File: src/rtl/mux_nin_pipe.sv
// N-input, WIDTH-bit registered selector with a valid/ready handshake.
// A 2-entry skid buffer keeps one beat per cycle flowing under backpressure.
module mux_nin_pipe #(
  parameter int WIDTH    = 16,
  parameter int NUM_IN   = 10,
  parameter int SEL_W    = 5,
  parameter int ERRCNT_W = 8
) (
  input  logic                    CLK,
  input  logic                    Reset_n,
  input  logic [NUM_IN*WIDTH-1:0] data_in,
  input  logic [SEL_W-1:0]        sel,
  input  logic                    in_valid,
  output logic                    in_ready,
  output logic [WIDTH-1:0]        data_out,
  output logic                    out_err,
  output logic                    out_valid,
  input  logic                    out_ready,
  input  logic                    err_clr,
  output logic [ERRCNT_W-1:0]     err_count
);

  typedef enum logic [1:0] {EMPTY, ONE, FULL} state_t;

  state_t              state;
  logic                rdy_q;
  logic [WIDTH-1:0]    main_data, skid_data;
  logic                main_err, skid_err;
  logic [ERRCNT_W-1:0] err_count_q;

  logic [WIDTH-1:0]    new_data;
  logic                new_err;
  logic                accept, pop;

  // NOTE: every always_comb output gets a default first so no latch is inferred.
  always_comb begin
    new_data = '0;
    new_err  = 1'b1;
    for (int k = 0; k < NUM_IN; k++) begin
      if (sel == SEL_W'(k)) begin
        new_data = data_in[k*WIDTH +: WIDTH];
        new_err  = 1'b0;
      end
    end
  end

  // rdy_q keeps in_ready low through reset and lets it rise on the first edge after release.
  assign in_ready  = rdy_q && (state != FULL);
  assign out_valid = (state != EMPTY);
  assign accept    = in_valid && in_ready;
  assign pop       = out_valid && out_ready;
  assign data_out  = main_data;
  assign out_err   = main_err;
  assign err_count = err_count_q;

  // NOTE: sequential state uses non-blocking assignments only.
  always_ff @(posedge CLK or negedge Reset_n) begin
    if (!Reset_n) begin
      state       <= EMPTY;
      rdy_q       <= 1'b0;
      main_data   <= '0;
      main_err    <= 1'b0;
      skid_data   <= '0;
      skid_err    <= 1'b0;
      err_count_q <= '0;
    end else begin
      rdy_q <= 1'b1;
      case (state)
        EMPTY: begin
          if (accept) begin
            main_data <= new_data;
            main_err  <= new_err;
            state     <= ONE;
          end
        end
        ONE: begin
          if (accept && pop) begin
            main_data <= new_data;
            main_err  <= new_err;
          end else if (accept) begin
            skid_data <= new_data;
            skid_err  <= new_err;
            state     <= FULL;
          end else if (pop) begin
            state <= EMPTY;
          end
        end
        FULL: begin
          if (pop) begin
            main_data <= skid_data;
            main_err  <= skid_err;
            state     <= ONE;
          end
        end
        default: state <= EMPTY;
      endcase

      // Clear wins over a same-edge erroneous accept; the count saturates rather than wraps.
      if (err_clr) begin
        err_count_q <= '0;
      end else if (accept && new_err && (err_count_q != {ERRCNT_W{1'b1}})) begin
        err_count_q <= err_count_q + 1'b1;
      end
    end
  end

endmodule

File: config.mk
export PLATFORM = sky130hd
export DESIGN_NAME = mux_nin_pipe
export DESIGN_NICKNAME = d
export VERILOG_FILES = /design/src/rtl/mux_nin_pipe.sv
export SDC_FILE = /design/constraint.sdc
export NUM_CORES = 1
export LEC_CHECK = 0
export CAP_MARGIN = 20
export CORE_MARGIN = 1
export CORE_UTILIZATION = 43
export DETAILED_ROUTE_END_ITERATION = 10
export HOLD_SLACK_MARGIN = 0.02
export PLACE_DENSITY = 0.84
export SYNTH_ARGS = -nofsm -noshare
export SYNTH_HDL_FRONTEND = slang
export SYNTH_SLANG_ARGS = --single-unit
File: constraint.sdc
create_clock -name CLK -period 3.59 [get_ports CLK]
set_input_delay 0.5385 -clock CLK [delete_from_list [all_inputs] [get_ports CLK]]
set_output_delay 0.5385 -clock CLK [all_outputs]
set_load 0.02 [all_outputs]
After elaboration in Yosys (flattened, before gate mapping)
Cells that the tools add are included.

word-level totals
  bits in registers = 45
  input bits = 170
  output and inout bits = 27
  logic and storage cells = 77

operators by class
  add/sub/neg operators = 1
  equal/unequal tests = 18
  mux-type cells = 36
  bitwise logic cells = 1
  reductions and logical operators = 14

operators by type and width
  cell                                                 count
  2-to-1 mux 16 bit                                    13
  case mux 16 bit (3 select lines)                     1
  equality test 5 x 3 -> 1 bit, second input constant  4
  2-to-1 mux 8 bit                                     2
  2-to-1 mux 1 bit                                     13
  equality test 5 x 2 -> 1 bit, second input constant  2
  equality test 5 x 4 -> 1 bit, second input constant  2
  2-to-1 mux 2 bit                                     5
  inequality test 2 bit, second input constant         5
  adder 8 x 1 -> 8 bit, second input constant          1
  inequality test 8 bit, second input constant         1
  AND reduction 4 bit                                  2
  logical AND 1 bit                                    6
  case mux 2 bit (3 select lines)                      1
  equality test 5 x 1 -> 1 bit, second input constant  1
  zero test 5 bit                                      1
  nonzero test 2 bit                                   2
  inequality test 3 bit, second input constant         1
  case mux 1 bit (3 select lines)                      1
  AND reduction 3 bit                                  1
  nonzero test 3 bit                                   1
  equality test 2 x 1 -> 1 bit, second input constant  1
  equality test 2 bit, second input constant           1
  zero test 2 bit                                      1
  inverter 1 bit                                       1

Depth between registers and ports, before layout
  word-level depth = 15
  gate-level depth with buffers = 8

Worst setup path after synthesis
OpenSTA, ideal clock, no wires.

  kind = input -> register
  start = input port sel[2]
  end = register main_data[15] (netlist: data_out[15])
  setup time = 0.126 ns
  arrival = 1.945 ns
  slack = 1.519 ns
  stages on the path = 7
  buffers on the path = 3
  cell sequence = buf_2 > or4b_1 > buf_2 > buf_6 > o22a_1 > a221oi_2 > a21oi_1

between the ends
  word-level cells in the longest chain between the ends = 13
  elaborated cells between the ends (all ways) = 23
  those cells by class = 9 x eq/ne; 13 x mux; 1 x reduce/logical

RTL lines
  item                                  RTL line  RTL
  from (decl)                           12        input logic [SEL_W-1:0] sel,
  zero test 5 bit                       40        if (sel == SEL_W'(k)) begin
  2-to-1 mux 16 bit (9 in a row)        40
  2-to-1 mux 16 bit (*)                 40
  2-to-1 mux 16 bit (on tied branches)  77, 70
  case mux 16 bit (3 select lines) (*)  68        case (state)
  to (signal assigned)                  71        main_data <= new_data;
  to (signal assigned)                  78        main_data <= new_data;
  to (signal assigned)                  90        main_data <= skid_data;
  to (decl)                             27        logic [WIDTH-1:0] main_data, skid_data;

Mark *: on every way between the ends. The rest lies on a longest branch, timed or not. The select of a mux whose other input is x is not followed.
A chain may end at the register's enable or synchronous reset.

Worst setup path in the final report
  start = input port sel[2]
  end = register main_data[11] (netlist: data_out[11])

The elaborated chain is that of the path after synthesis.

==> results.json <==
{
  "status": "finished clean",
  "start_kind": "primary input",
  "synth.area.top_cells": "dfrtp_1 27%, a21oi_1 7.9%, nor2_1 5.6%",
  "first_global_vias": 4903,
  "share_seq_of_total_power": 0.384,
  "design.portCount": 197,
  "die_y_um": 99.7,
  "cp.required_ps": 3770,
  "fin_cells": 855,
  "crit_family": "simple AND/OR/NAND/NOR gates",
  "rr_worst_depth": 5,
  "area_growth_pct": 51.7,
  "post-route-period-util": 0.751,
  "skew_ps": 5.41,
  "finalHoldViolCount": 0,
  "via_per_inst": 5.91,
  "antenna_found_initial": 0,
  "p_leak_uw": 0.00229,
  "overflow": 0,
  "max-cap-violations": 0,
  "p_int_uw": 1260,
  "dp_hpwl_um": 13200,
  "rsz0062_at_grt": "no",
  "synthCells": 557,
  "die_x_um": 99.7,
  "num_vias": 5055,
  "postCtsSetupBuffers": 0,
  "clk_path_buf_depth": 2,
  "setup_tns_ps": 0,
  "drv_slew": 0,
  "cts_sinks": 45,
  "syn_nets": 728,
  "rrSetupSlack_ps": 1660,
  "synth_area_sq_mm": 0.00411,
  "rows": 35,
  "start_util": 0.444,
  "setup_viol_count_final": 0,
  "numCtsBuffers": 5,
  "ant_nets": 0,
  "cts_hold_buffers": 0,
  "layout_commonest_cell": "clkdlybuf4s50_1",
  "routedWlPerCell_um": 18.9,
  "finalWorstPathRequiredPeriod_ps": 2690,
  "power_uw": 1880,
  "nets": 897,
  "worstSetupPathType": "primary input to register",
  "synth_ff_type": "dfrtp_1",
  "cp.arrival_ps": 2870,
  "path_cells": "clkdlybuf4s50_1 > or4b_1 > o32a_1 > o21ai_0 > and3_1 > a21oi_1",
  "pwr-share-comb": 0.422,
  "dp_cells": 848,
  "synth-async-reset-ratio": 1.00,
  "gp_congestion": 0.999,
  "synth.avg_cell_area_sq_um": 7.37,
  "ys_seq_area_frac": 0.274,
  "grt_pass1_wl_um": 25100,
  "ys_ff_latch": 45,
  "synth-edff-count": 0,
  "power.share.switching": 0.328,
  "peakVddDrop_uv": 222,
  "grt_usage": 0.323,
  "clkLatencyLatePin_ps": 290,
  "antenna_cells": 0,
  "crit_path_max_incr_delay_ps": 890,
  "fmax_ghz": 0.371,
  "path_clk_slew_ps": 80,
  "ctsResizeCount": 0,
  "dieArea_sq_mm": 0.00994,
  "timing.rr.start": "state[1]$_DFFE_PN0P_",
  "cts_max_level": 2,
  "grt_max_degree": 46,
  "p_switching_uw": 616,
  "worst_slew_pin_slew_ps": 961,
  "r2r_end": "err_count[7]$_DFFE_PN0P_",
  "wl_um": 16100,
  "cts_tree": "yes",
  "drive_gt1_frac": 0.0537,
  "slowest_stage": "or4b_1",
  "powerDensity_mw_per_mm2": 302,
  "clockPowerShare": 0.194,
  "crit_path_max_fanout": 16,
  "port_buffers": 196,
  "regArea_sq_mm": 0.00113,
  "synth.distinct_cells": 57,
  "critPathBufInv": 1,
  "synth_warnings": 0,
  "core_sq_mm": 0.00924,
  "final_cell_mix": "193 x clkdlybuf4s50_1, 64 x a21oi_1, 61 x nor2_1",
  "drt_iter0_drc": 469,
  "hp-class": "primary input to async pin",
  "cts_root_buf": "clkbuf_8",
  "cp-end-kind": "register",
  "slew_headroom": 0.359,
  "synth_largest_area_cell": "dfrtp_1",
  "fillers": 774,
  "remaining_drc_errors": 0,
  "synth.top_cell.area_share": 0.274,
  "multiInputGateArea_sq_mm": 0.00274,
  "dr.pass1.iters": 5
}
-- stage by stage --
step	utilization	worst slack (ps)	hold slack, ps	area, sq um
after floorplan	-	1520	243	4110
after CTS	0.674	958	427	6230
after global placement	0.663	729	465	6120
final	0.674	895	392	6230
after detailed placement	0.663	635	483	6120
after global routing	0.674	781	471	6230
-- cell families after synthesis --
logic type / synth area share
muxes: 0.00732
xor gates and xnor gates: 0.0149
buffers and inverters: 0.0597
AOI/OAI and AO/OA: 0.253
and+or+nand+nor: 0.386
DFF: 0.274
other: 0.000913
adders and majority gates: 0.00305
-- worst register-to-register path, stage by stage, from the launching register on --
cell and delay, ps:
dfrtp_1 470, nand2b_1 340, o2111ai_2 320, nor4b_1 470
xnor2_1 170, nor2_1 50
-- worst max-delay path by stage --
stage	start	end	slack, ps	cells after the start
floorplan	sel[2]	data_out[15]$_DFFE_PN0P_	1520	7
global placement	sel[4]	data_out[10]$_DFFE_PN0P_	730	6
detailed placement	sel[4]	data_out[10]$_DFFE_PN0P_	630	6
CTS	sel[4]	data_out[10]$_DFFE_PN0P_	960	6
global route	sel[4]	data_out[10]$_DFFE_PN0P_	780	6
finish	sel[2]	data_out[11]$_DFFE_PN0P_	900	6
-- power by group through the flow --
stage / Sequential (uW) / Clock [uW] / Combinational, uW
floorplan: 773 / 0 / 323
global placement: 721 / 0 / 774
detailed placement: 729 / 0 / 784
CTS: 719 / 376 / 788
global route: 736 / 390 / 854
finish: 720 / 365 / 792
-- flip-flops by register name (all words and copies together), names as in the netlist --
signal	count
data_out	16
err_count	8
out_err	1
rdy_q	1
skid_data	16
skid_err	1
state	2
-- synth_stat cells (15+ instances only) --
library cell and instances:
a21oi_1 65, and4b_1 15, buf_2 19, clkbuf_1 28, dfrtp_1 45, nand2_1 53
nand2b_1 19, nand3_1 29, nand3b_1 27, nand4_1 15, nor2_1 61, nor2b_1 19
o21ai_0 18
-- layout make-up --
class,instances,share of cell area
well taps,129,0.0259
flip-flops and latches,45,0.181
repair buffers,214,0.334
clock buffers,5,0.0111
clock inverters,2,0.00563
inverters,3,0.00181
multi-input cells,457,0.440
-- routing by layer --
metal | wire length, um | vias to the layer above | GRT usage
met5 | 0 | - | 0
met2 | 7260 | 266 | 0.502
li1 | - | 2388 | -
met1 | 7040 | 2374 | 0.453
met4 | 323 | 0 | 0.0905
met3 | 1520 | 27 | 0.0654
No activity file was read; power rests on OpenSTA's default activity.
